<file path="src/rtl/display_pkg.sv">
// Shared types and constants for the result display: FSM states, active-low
// seven-segment patterns and per-slot anode codes.
package display_pkg;

    typedef enum logic [1:0] {
        IDLE  = 2'd0,
        SHIFT = 2'd1,
        DONE  = 2'd2
    } state_t;

    // Segment order is {g,f,e,d,c,b,a}; a 0 lights the segment.
    localparam logic [6:0] SEG_0     = 7'b1000000;
    localparam logic [6:0] SEG_1     = 7'b1111001;
    localparam logic [6:0] SEG_2     = 7'b0100100;
    localparam logic [6:0] SEG_3     = 7'b0110000;
    localparam logic [6:0] SEG_4     = 7'b0011001;
    localparam logic [6:0] SEG_5     = 7'b0010010;
    localparam logic [6:0] SEG_6     = 7'b0000010;
    localparam logic [6:0] SEG_7     = 7'b1111000;
    localparam logic [6:0] SEG_8     = 7'b0000000;
    localparam logic [6:0] SEG_9     = 7'b0010000;
    localparam logic [6:0] SEG_MINUS = 7'b0111111;
    localparam logic [6:0] SEG_BLANK = 7'b1111111;

    localparam logic [3:0] AN_SLOT0 = 4'b1110;
    localparam logic [3:0] AN_SLOT1 = 4'b1101;
    localparam logic [3:0] AN_SLOT2 = 4'b1011;
    localparam logic [3:0] AN_SLOT3 = 4'b0111;
    localparam logic [3:0] AN_OFF   = 4'b1111;

    // Nibble value that the decoder renders as an unlit digit.
    localparam logic [3:0] BCD_BLANK = 4'hF;

    localparam logic [2:0] LAST_ITER = 3'd4;

    // Double-dabble correction applied to each BCD nibble before a shift.
    function automatic logic [3:0] dd_adjust(input logic [3:0] nib);
        return (nib >= 4'd5) ? (nib + 4'd3) : nib;
    endfunction

    function automatic logic [3:0] an_for_slot(input logic [1:0] slot);
        logic [3:0] an_code;
        case (slot)
            2'd0:    an_code = AN_SLOT0;
            2'd1:    an_code = AN_SLOT1;
            2'd2:    an_code = AN_SLOT2;
            default: an_code = AN_SLOT3;
        endcase
        return an_code;
    endfunction

endpackage

</file>
<file path="src/rtl/seg7_decoder.sv">
// Combinational BCD digit to active-low seven-segment pattern; any code
// above 9 renders as a blank digit.
module seg7_decoder
    import display_pkg::*;
(
    input  logic [3:0] i_bcd,
    output logic [6:0] o_seg
);

    always_comb begin
        o_seg = SEG_BLANK;
        case (i_bcd)
            4'd0:    o_seg = SEG_0;
            4'd1:    o_seg = SEG_1;
            4'd2:    o_seg = SEG_2;
            4'd3:    o_seg = SEG_3;
            4'd4:    o_seg = SEG_4;
            4'd5:    o_seg = SEG_5;
            4'd6:    o_seg = SEG_6;
            4'd7:    o_seg = SEG_7;
            4'd8:    o_seg = SEG_8;
            4'd9:    o_seg = SEG_9;
            default: o_seg = SEG_BLANK;
        endcase
    end

endmodule

</file>
<file path="src/rtl/result_display.sv">
// Sign/magnitude result to multiplexed 4-digit common-anode display: a
// sequential double-dabble converter feeds digit registers that a scanner reads.
module result_display
    import display_pkg::*;
#(
    parameter int SCAN_DIV = 50000
) (
    input  logic       clk,
    input  logic       rst_n,
    input  logic       sign,
    input  logic [4:0] mag,
    output logic [6:0] seg,
    output logic [3:0] an,
    output logic       busy
);

    localparam int         PW        = $clog2(SCAN_DIV);
    localparam logic [PW-1:0] PRESC_MAX = PW'(SCAN_DIV - 1);

    state_t       r_state;
    state_t       w_state_nxt;
    logic         w_load;
    logic         w_step;
    logic         w_commit;
    logic         w_change;

    logic         r_hold_sign;
    logic [4:0]   r_hold_mag;
    // {tens[3:0], units[3:0], remaining magnitude bits[4:0]}
    logic [12:0]  r_shift;
    logic [12:0]  w_shift_adj;
    logic [12:0]  w_shift_nxt;
    logic [2:0]   r_iter;

    logic [3:0]   r_units;
    logic [3:0]   r_tens;
    logic         r_neg;

    logic [PW-1:0] r_presc;
    logic          w_wrap;
    logic [1:0]    r_slot;
    logic [1:0]    w_slot_nxt;
    logic [3:0]    w_dec_in;
    logic [6:0]    w_dec_seg;
    logic [6:0]    w_seg_sel;
    logic [6:0]    r_seg;
    logic [3:0]    r_an;

    assign w_change = ({sign, mag} != {r_hold_sign, r_hold_mag});

    always_ff @(posedge clk or negedge rst_n) begin
        if (!rst_n) begin
            r_state <= IDLE;
        end else begin
            r_state <= w_state_nxt;
        end
    end

    always_comb begin
        w_state_nxt = r_state;
        w_load      = 1'b0;
        w_step      = 1'b0;
        w_commit    = 1'b0;
        case (r_state)
            IDLE: begin
                if (w_change) begin
                    w_load      = 1'b1;
                    w_state_nxt = SHIFT;
                end
            end
            SHIFT: begin
                w_step = 1'b1;
                if (r_iter == LAST_ITER) begin
                    w_state_nxt = DONE;
                end
            end
            DONE: begin
                w_commit    = 1'b1;
                w_state_nxt = IDLE;
            end
            default: begin
                w_state_nxt = IDLE;
            end
        endcase
    end

    assign busy = (r_state != IDLE);

    // Tens never exceeds 3, so the bit shifted out of the top nibble is always 0.
    assign w_shift_adj = {dd_adjust(r_shift[12:9]), dd_adjust(r_shift[8:5]), r_shift[4:0]};
    assign w_shift_nxt = {w_shift_adj[11:0], 1'b0};

    always_ff @(posedge clk or negedge rst_n) begin
        if (!rst_n) begin
            r_hold_sign <= 1'b0;
            r_hold_mag  <= 5'd0;
            r_shift     <= 13'd0;
            r_iter      <= 3'd0;
        end else if (w_load) begin
            r_hold_sign <= sign;
            r_hold_mag  <= mag;
            r_shift     <= {8'd0, mag};
            r_iter      <= 3'd0;
        end else if (w_step) begin
            r_shift     <= w_shift_nxt;
            r_iter      <= r_iter + 3'd1;
        end
    end

    // Digit registers change only in DONE, so an aborted conversion leaves them intact.
    always_ff @(posedge clk or negedge rst_n) begin
        if (!rst_n) begin
            r_units <= 4'd0;
            r_tens  <= 4'd0;
            r_neg   <= 1'b0;
        end else if (w_commit) begin
            r_units <= r_shift[8:5];
            r_tens  <= r_shift[12:9];
            r_neg   <= r_hold_sign;
        end
    end

    assign w_wrap     = (r_presc == PRESC_MAX);
    assign w_slot_nxt = r_slot + 2'd1;

    always_ff @(posedge clk or negedge rst_n) begin
        if (!rst_n) begin
            r_presc <= '0;
            r_slot  <= 2'd3;
        end else if (w_wrap) begin
            r_presc <= '0;
            r_slot  <= w_slot_nxt;
        end else begin
            r_presc <= r_presc + 1'b1;
        end
    end

    // Outputs are loaded for the slot being entered, on the same edge as the step.
    always_comb begin
        w_dec_in = BCD_BLANK;
        case (w_slot_nxt)
            2'd0:    w_dec_in = r_units;
            2'd1:    w_dec_in = (r_tens == 4'd0) ? BCD_BLANK : r_tens;
            default: w_dec_in = BCD_BLANK;
        endcase
    end

    seg7_decoder u_dec (
        .i_bcd (w_dec_in),
        .o_seg (w_dec_seg)
    );

    assign w_seg_sel = ((w_slot_nxt == 2'd2) && r_neg) ? SEG_MINUS : w_dec_seg;

    always_ff @(posedge clk or negedge rst_n) begin
        if (!rst_n) begin
            r_seg <= SEG_BLANK;
            r_an  <= AN_OFF;
        end else if (w_wrap) begin
            r_seg <= w_seg_sel;
            r_an  <= an_for_slot(w_slot_nxt);
        end
    end

    assign seg = r_seg;
    assign an  = r_an;

endmodule

</file>
<file path="config.mk">
export PLATFORM = sky130hd
export DESIGN_NAME = result_display
export DESIGN_NICKNAME = d
export VERILOG_FILES = /design/src/rtl/display_pkg.sv /design/src/rtl/seg7_decoder.sv /design/src/rtl/result_display.sv
export SDC_FILE = /design/constraint.sdc
export NUM_CORES = 1
export LEC_CHECK = 0
export ABC_AREA = 1
export BUFFER_PORTS_ARGS = -buffer_cell sky130_fd_sc_hd__buf_4
export CAP_MARGIN = 40
export CELL_PAD_IN_SITES_DETAIL_PLACEMENT = 2
export CELL_PAD_IN_SITES_GLOBAL_PLACEMENT = 2
export CORE_ASPECT_RATIO = 0.5
export CORE_MARGIN = 2
export CORE_UTILIZATION = 36
export CTS_BUF_LIST = sky130_fd_sc_hd__clkbuf_16
export DETAILED_ROUTE_END_ITERATION = 8
export PLACE_DENSITY_LB_ADDON = 0.1
export SYNTH_ARGS = -nofsm -noshare
export SYNTH_HDL_FRONTEND = slang
export SYNTH_SLANG_ARGS = --single-unit
</file>
<file path="constraint.sdc">
create_clock -name clk -period 2.9 [get_ports clk]
set_clock_uncertainty 0.2 [all_clocks]
set_input_delay 0.145 -clock clk [delete_from_list [all_inputs] [get_ports clk]]
set_output_delay 0.145 -clock clk [all_outputs]
set_load 0.02 [all_outputs]
</file>
# Word-level counts from Yosys, hierarchy flattened
# Memories as Yosys holds them, arrays and structs flattened.
# Index checks and enable logic that the tools add are counted.
[word_totals]
ff_bits = 62
rom_bits = 112
input_bits = 8
output_inout_bits = 12
memories = 1
[classes]
n_addsub = 5
order_cmp = 2
n_eq_ne = 9
n_mux = 18
n_reduce_logical = 7
[memory_table]
columns = ["name", "words", "word_bits", "rd", "rd_clocked_by_memory_dff", "write_ports", "line", "source"]
rows = [
  ["(name not given)", 16, 7, 1, 0, 0, "seg7_decoder.sv:12", "case (i_bcd)"],
]
[op_table]
columns = ["cell", "n"]
rows = [
  ["13-bit 2-to-1 mux", 2],
  ["16-bit by 1-bit adder with 16-bit output, second input constant", 1],
  ["16-bit == test, second input constant", 1],
  ["16-bit 2-to-1 mux", 1],
  ["4-bit case mux with 3 select lines", 1],
  ["3-bit 2-to-1 mux", 3],
  ["4-bit by 3-bit greater-or-equal comparator with 1-bit output, second input constant", 2],
  ["4-bit 2-to-1 mux", 2],
  ["4-bit case mux with 2 select lines", 1],
  ["7-bit 2-to-1 mux", 1],
  ["6-bit != test", 1],
  ["4-bit by 2-bit adder with 4-bit output, second input constant", 1],
  ["2-bit by 1-bit == test with 1-bit output, second input constant", 2],
  ["2-bit == test, second input constant", 2],
  ["2-bit zero test", 2],
  ["4-bit zero test", 1],
  ["1-bit 2-to-1 mux", 4],
  ["2-bit 2-to-1 mux", 2],
  ["2-bit != test, second input constant", 2],
  ["2-bit case mux with 2 select lines", 1],
  ["2-bit nonzero test", 2],
  ["3-bit by 1-bit adder with 3-bit output, second input constant", 1],
  ["3-bit by 2-bit adder with 3-bit output, second input constant", 1],
  ["3-bit == test, second input constant", 1],
  ["3 further kinds", 3],
]

# Depth between registers and ports, before layout
# An unclocked memory read counts as a cell.
[logic_depth]
ltp_word = 5
ltp_mapped = 13

# Modules after synthesis
# From an unflattened synthesis, not the netlist that was laid out.
[unflattened]
hier_cells = 413
hier_area_um2 = 3522.1
[modules_own_cells]
columns = ["mod", "n_inst", "cells_per_inst", "area_each_um2"]
rows = [
  ["result_display", 1, 378, 3334.4],
  ["seg7_decoder", 1, 35, 187.7],
]

# Worst setup path after synthesis
# OpenSTA, ideal clock, no wires.
[synth_path]
kind = "register -> register"
start = "register r_slot[0]"
end = "register r_seg[3], in the netlist seg[3]"
setup_ps = 73
arrival_ps = 1907
t_required_ps = 2627
setup_slack_ps = 720
path_stages_with_launch = 13
path_buffers = 0
synth_period_minus_slack_ps = 2180
cell_sequence = "dfstp_2 > inv_1 > ha_1 > inv_1 > nand2_1 > a21oi_4 > inv_1 > ha_1 > inv_1 > nand2_1 > nand2_1 > nand2_1 > a21oi_1"
[synth_via]
elab_chain_len = 5
word_cells_on_any_way = 8
cone_classes = "add/sub: 1; eq/ne: 2; mux: 2; reduce/logical: 2; memory: 1"
[synth_rtl]
columns = ["item", "line", "source"]
rows = [
  ["start: declaration", "result_display.sv:41", "logic [1:0] r_slot;"],
  ["start signal: assignment", "result_display.sv:132", "r_slot <= w_slot_nxt;"],
  ["2-bit by 1-bit adder with 2-bit output (*)", "result_display.sv:124", "assign w_slot_nxt = r_slot + 2'd1;"],
  ["via w_slot_nxt[0]", "result_display.sv:42", "logic [1:0] w_slot_nxt;"],
  ["2-bit by 1-bit == test with 1-bit output / 2-bit zero test (equally long branches)", "result_display.sv:141", "case (w_slot_nxt)"],
  ["4-bit case mux with 2 select lines", "result_display.sv:141", ""],
  ["memory read 16 x 7 bit", "-", ""],
  ["7-bit 2-to-1 mux (*)", "result_display.sv:153", "assign w_seg_sel = ((w_slot_nxt == 2'd2) && r_neg) ? SEG_MINUS : w_dec_seg;"],
  ["end signal: assignment", "result_display.sv:160", "r_seg <= w_seg_sel;"],
  ["end: declaration", "result_display.sv:46", "logic [6:0] r_seg;"],
]
# Mark *: on every way through the listed nets, which the timed path passes. The rest lies on a longest branch.
# A chain may end at the register's enable or synchronous reset.

# Worst setup path after layout
# Same ends and word-level chain as after synthesis.

==> results.sh <==
export IMPL_min_path_type="input pin to asynchronous set/reset pin"
export IMPL_via_count=2553
export IMPL_drive_gt1_share_pct=14.8
export IMPL_firstDrtPassIters=4
export IMPL_avgSynthCellArea_um2=8.22
export IMPL_post_cts_setup_buffers=0
export IMPL_synth_seq_cells=62
export IMPL_yosysSeqAreaShare_pct=49.9
export IMPL_clock_path_buffers=2
export IMPL_rsz0062_at_grt="no"
export IMPL_setup_viol=0
export IMPL_netlist_top_cells_area="dfrtp_1 (39%), nand2_1 (12%), dfstp_2 (11%)"
export IMPL_synth_most_common_cell="nand2_1"
export IMPL_ys_warn_count=0
export IMPL_endpoint_kind="flip-flop"
export IMPL_hold_viol=0
export IMPL_path_max_fanout=6
export IMPL_worst_slew_pin_transition_ns=0.829
export IMPL_htree_levels=3
export IMPL_wl_per_cell_um=14.8
export IMPL_wl_mm=7.94
export IMPL_period_minus_slack_ns=2.42
export IMPL_clk_pin_slew_worst_paths_ns=0.05
export IMPL_area_growth_syn_to_layout_pct=19.0
export IMPL_cp_required_ns=2.96
export IMPL_die_width_um=136
export IMPL_place_ws_ns=0.475
export IMPL_diodes=0
export IMPL_cts_hold_buf=7
export IMPL_grt_pass1_vias=2964
export IMPL_synth_cells=382
export IMPL_netlist_area_mm2=0.00314
export IMPL_slew_headroom_pct=44.8
export IMPL_clk_latency_ns=0.33
export IMPL_whs_ns=0.247
export IMPL_num_rows=24
export IMPL_dp_hpwl_mm=5.68
export IMPL_cts_tree="built"
export IMPL_setup_slack_ns=0.481
export IMPL_ant_nets=0
export IMPL_clock_fmax_mhz=413
export IMPL_boundaryPins=20
export IMPL_critPathLaunchType="flip-flop"
export IMPL_yosysUniqueCellTypes=28
export IMPL_arrival_ns=2.48
export IMPL_drcViolationCount=0
export IMPL_max_vdd_ir_drop_mv=0.388
export IMPL_cellPowerDensity_mw_per_mm2=861
export IMPL_cts_resized=0
export IMPL_die_area_mm2=0.00953
export IMPL_grt_total_usage_pct=19.1
export IMPL_synthTopCellsByCount="nand2_1 (101), inv_1 (61), dfrtp_1 (49), o21ai_0 (45), nor2_1 (27)"
export IMPL_synth_top_area_share_pct=39.1
export IMPL_timing_final_max_slew_violations=0
export IMPL_via_per_inst=4.75
export IMPL_port_buffers=19
export IMPL_cts_sinks=62
export IMPL_async_flop_share_pct=100
export IMPL_synth_fp_nets=403
export IMPL_start_util_pct=36.6
export IMPL_synth_edf_count=0
export IMPL_synth_ff_type="dfrtp_1"
export IMPL_final_nets=436
export IMPL_drt_iter0_markers=42
export IMPL_power_leakage_nw=1.94
export IMPL_synth_top_area_cell="dfrtp_1"
export IMPL_antenna_found_initial=0
export IMPL_setup_tns_ns=0
export IMPL_fin_crit_sh_pct=83.4
export IMPL_drv_cap=0
export IMPL_grt_ovfl_total=0
export IMPL_cts_buffers=9
export IMPL_grt_pass1_wl_mm=14.0
export IMPL_clockRootBuffer="clkbuf_16"
export IMPL_coreArea_mm2=0.00859
export IMPL_routabilityCongestion=0.812
export IMPL_status="finished clean"
export IMPL_utilization_pct=43.5
export IMPL_grt_max_degree=63
export IMPL_crit_type="flip-flop to flip-flop"
export IMPL_die_h_um=70.0
[logic make-up after synthesis]
kind of cell	Yosys count	synth area share, %
simple gates	165	22.9
xor+xnor	7	1.95
compound gates	66	11.5
flops	62	49.9
fa+ha+maj	13	5.18
buf+inv	69	8.53
[layout by cell type, fill, tap and decap left out, types with 4 or more instances in the layout]
cell type	n
nand2_1	101
inv_1	64
dfrtp_1	49
o21ai_0	45
nor2_1	27
buf_4	20
a21oi_1	15
nand3_1	13
ha_1	13
dfstp_2	13
clkbuf_16	9
xor2_1	7
dlygate4sd3_1	7
nor3_1	5
nand4_1	5
nor2_2	4
[worst paths after layout]
check,startpoint,to,slack (ns),cells past startpoint
max,r_slot[0],seg[3],0.48,12
max reg2reg,r_slot[0],seg[3],0.48,12
max in group asynchronous,rst_n,r_hold_sign,1.70,2
min,rst_n,r_presc[14],0.25,2
min reg2reg,r_shift[4],r_shift[4],0.28,2
min in group clk,r_shift[4],r_shift[4],0.28,2
[layer usage]
metal | track usage, % | share of wire (%)
met1 | 21.4 | 43
met2 | 35.3 | 53
met3 | 5.74 | 2.8
met4 | 4.86 | 1.0
met5 | 0 | 0
[sequential cells by signal, indices dropped and copies added (netlist names)]
signal,flops
r_units,4
seg,7
r_neg,1
r_presc,16
r_slot,2
r_iter,3
r_hold_mag,5
an,4
r_tens,4
r_hold_sign,1
r_shift,13
r_state,2
[power breakdown]
group	switching, mW	total [mW]	internal (mW)
registers	0.131	1.22	1.09
logic	0.715	1.07	0.356
clock network	0.369	0.926	0.557
[worst max-delay path, cell delays in order (launching register included)]
cell and delay (ns):
dfstp_2 0.55, inv_1 0.10, ha_1 0.30, inv_1 0.13
nand2_1 0.11, a21oi_4 0.19, inv_1 0.09, ha_1 0.29
inv_1 0.08, nand2_1 0.07, nand2_1 0.08, nand2_1 0.05
a21oi_1 0.12
[final cells by class]
type	count	area [um^2]
fillers	1001	4850
clock buffers	9	225
clock inverters	7	27.5
flip-flops and latches	62	1570
inverters	64	245
well taps	117	146
repair buffers	27	220
multi-input cells	251	1300
[metrics by stage]
stage	cell area (um^2)	total power [mW]	instances
2_1_floorplan	3140	1.97	382
3_5_place_dp	3410	2.31	514
6_report	3740	3.22	537
3_3_place_gp	3410	2.20	514
4_1_cts	3740	3.28	537
5_1_grt	3740	3.51	537
(Power assumes the default switching activity.)
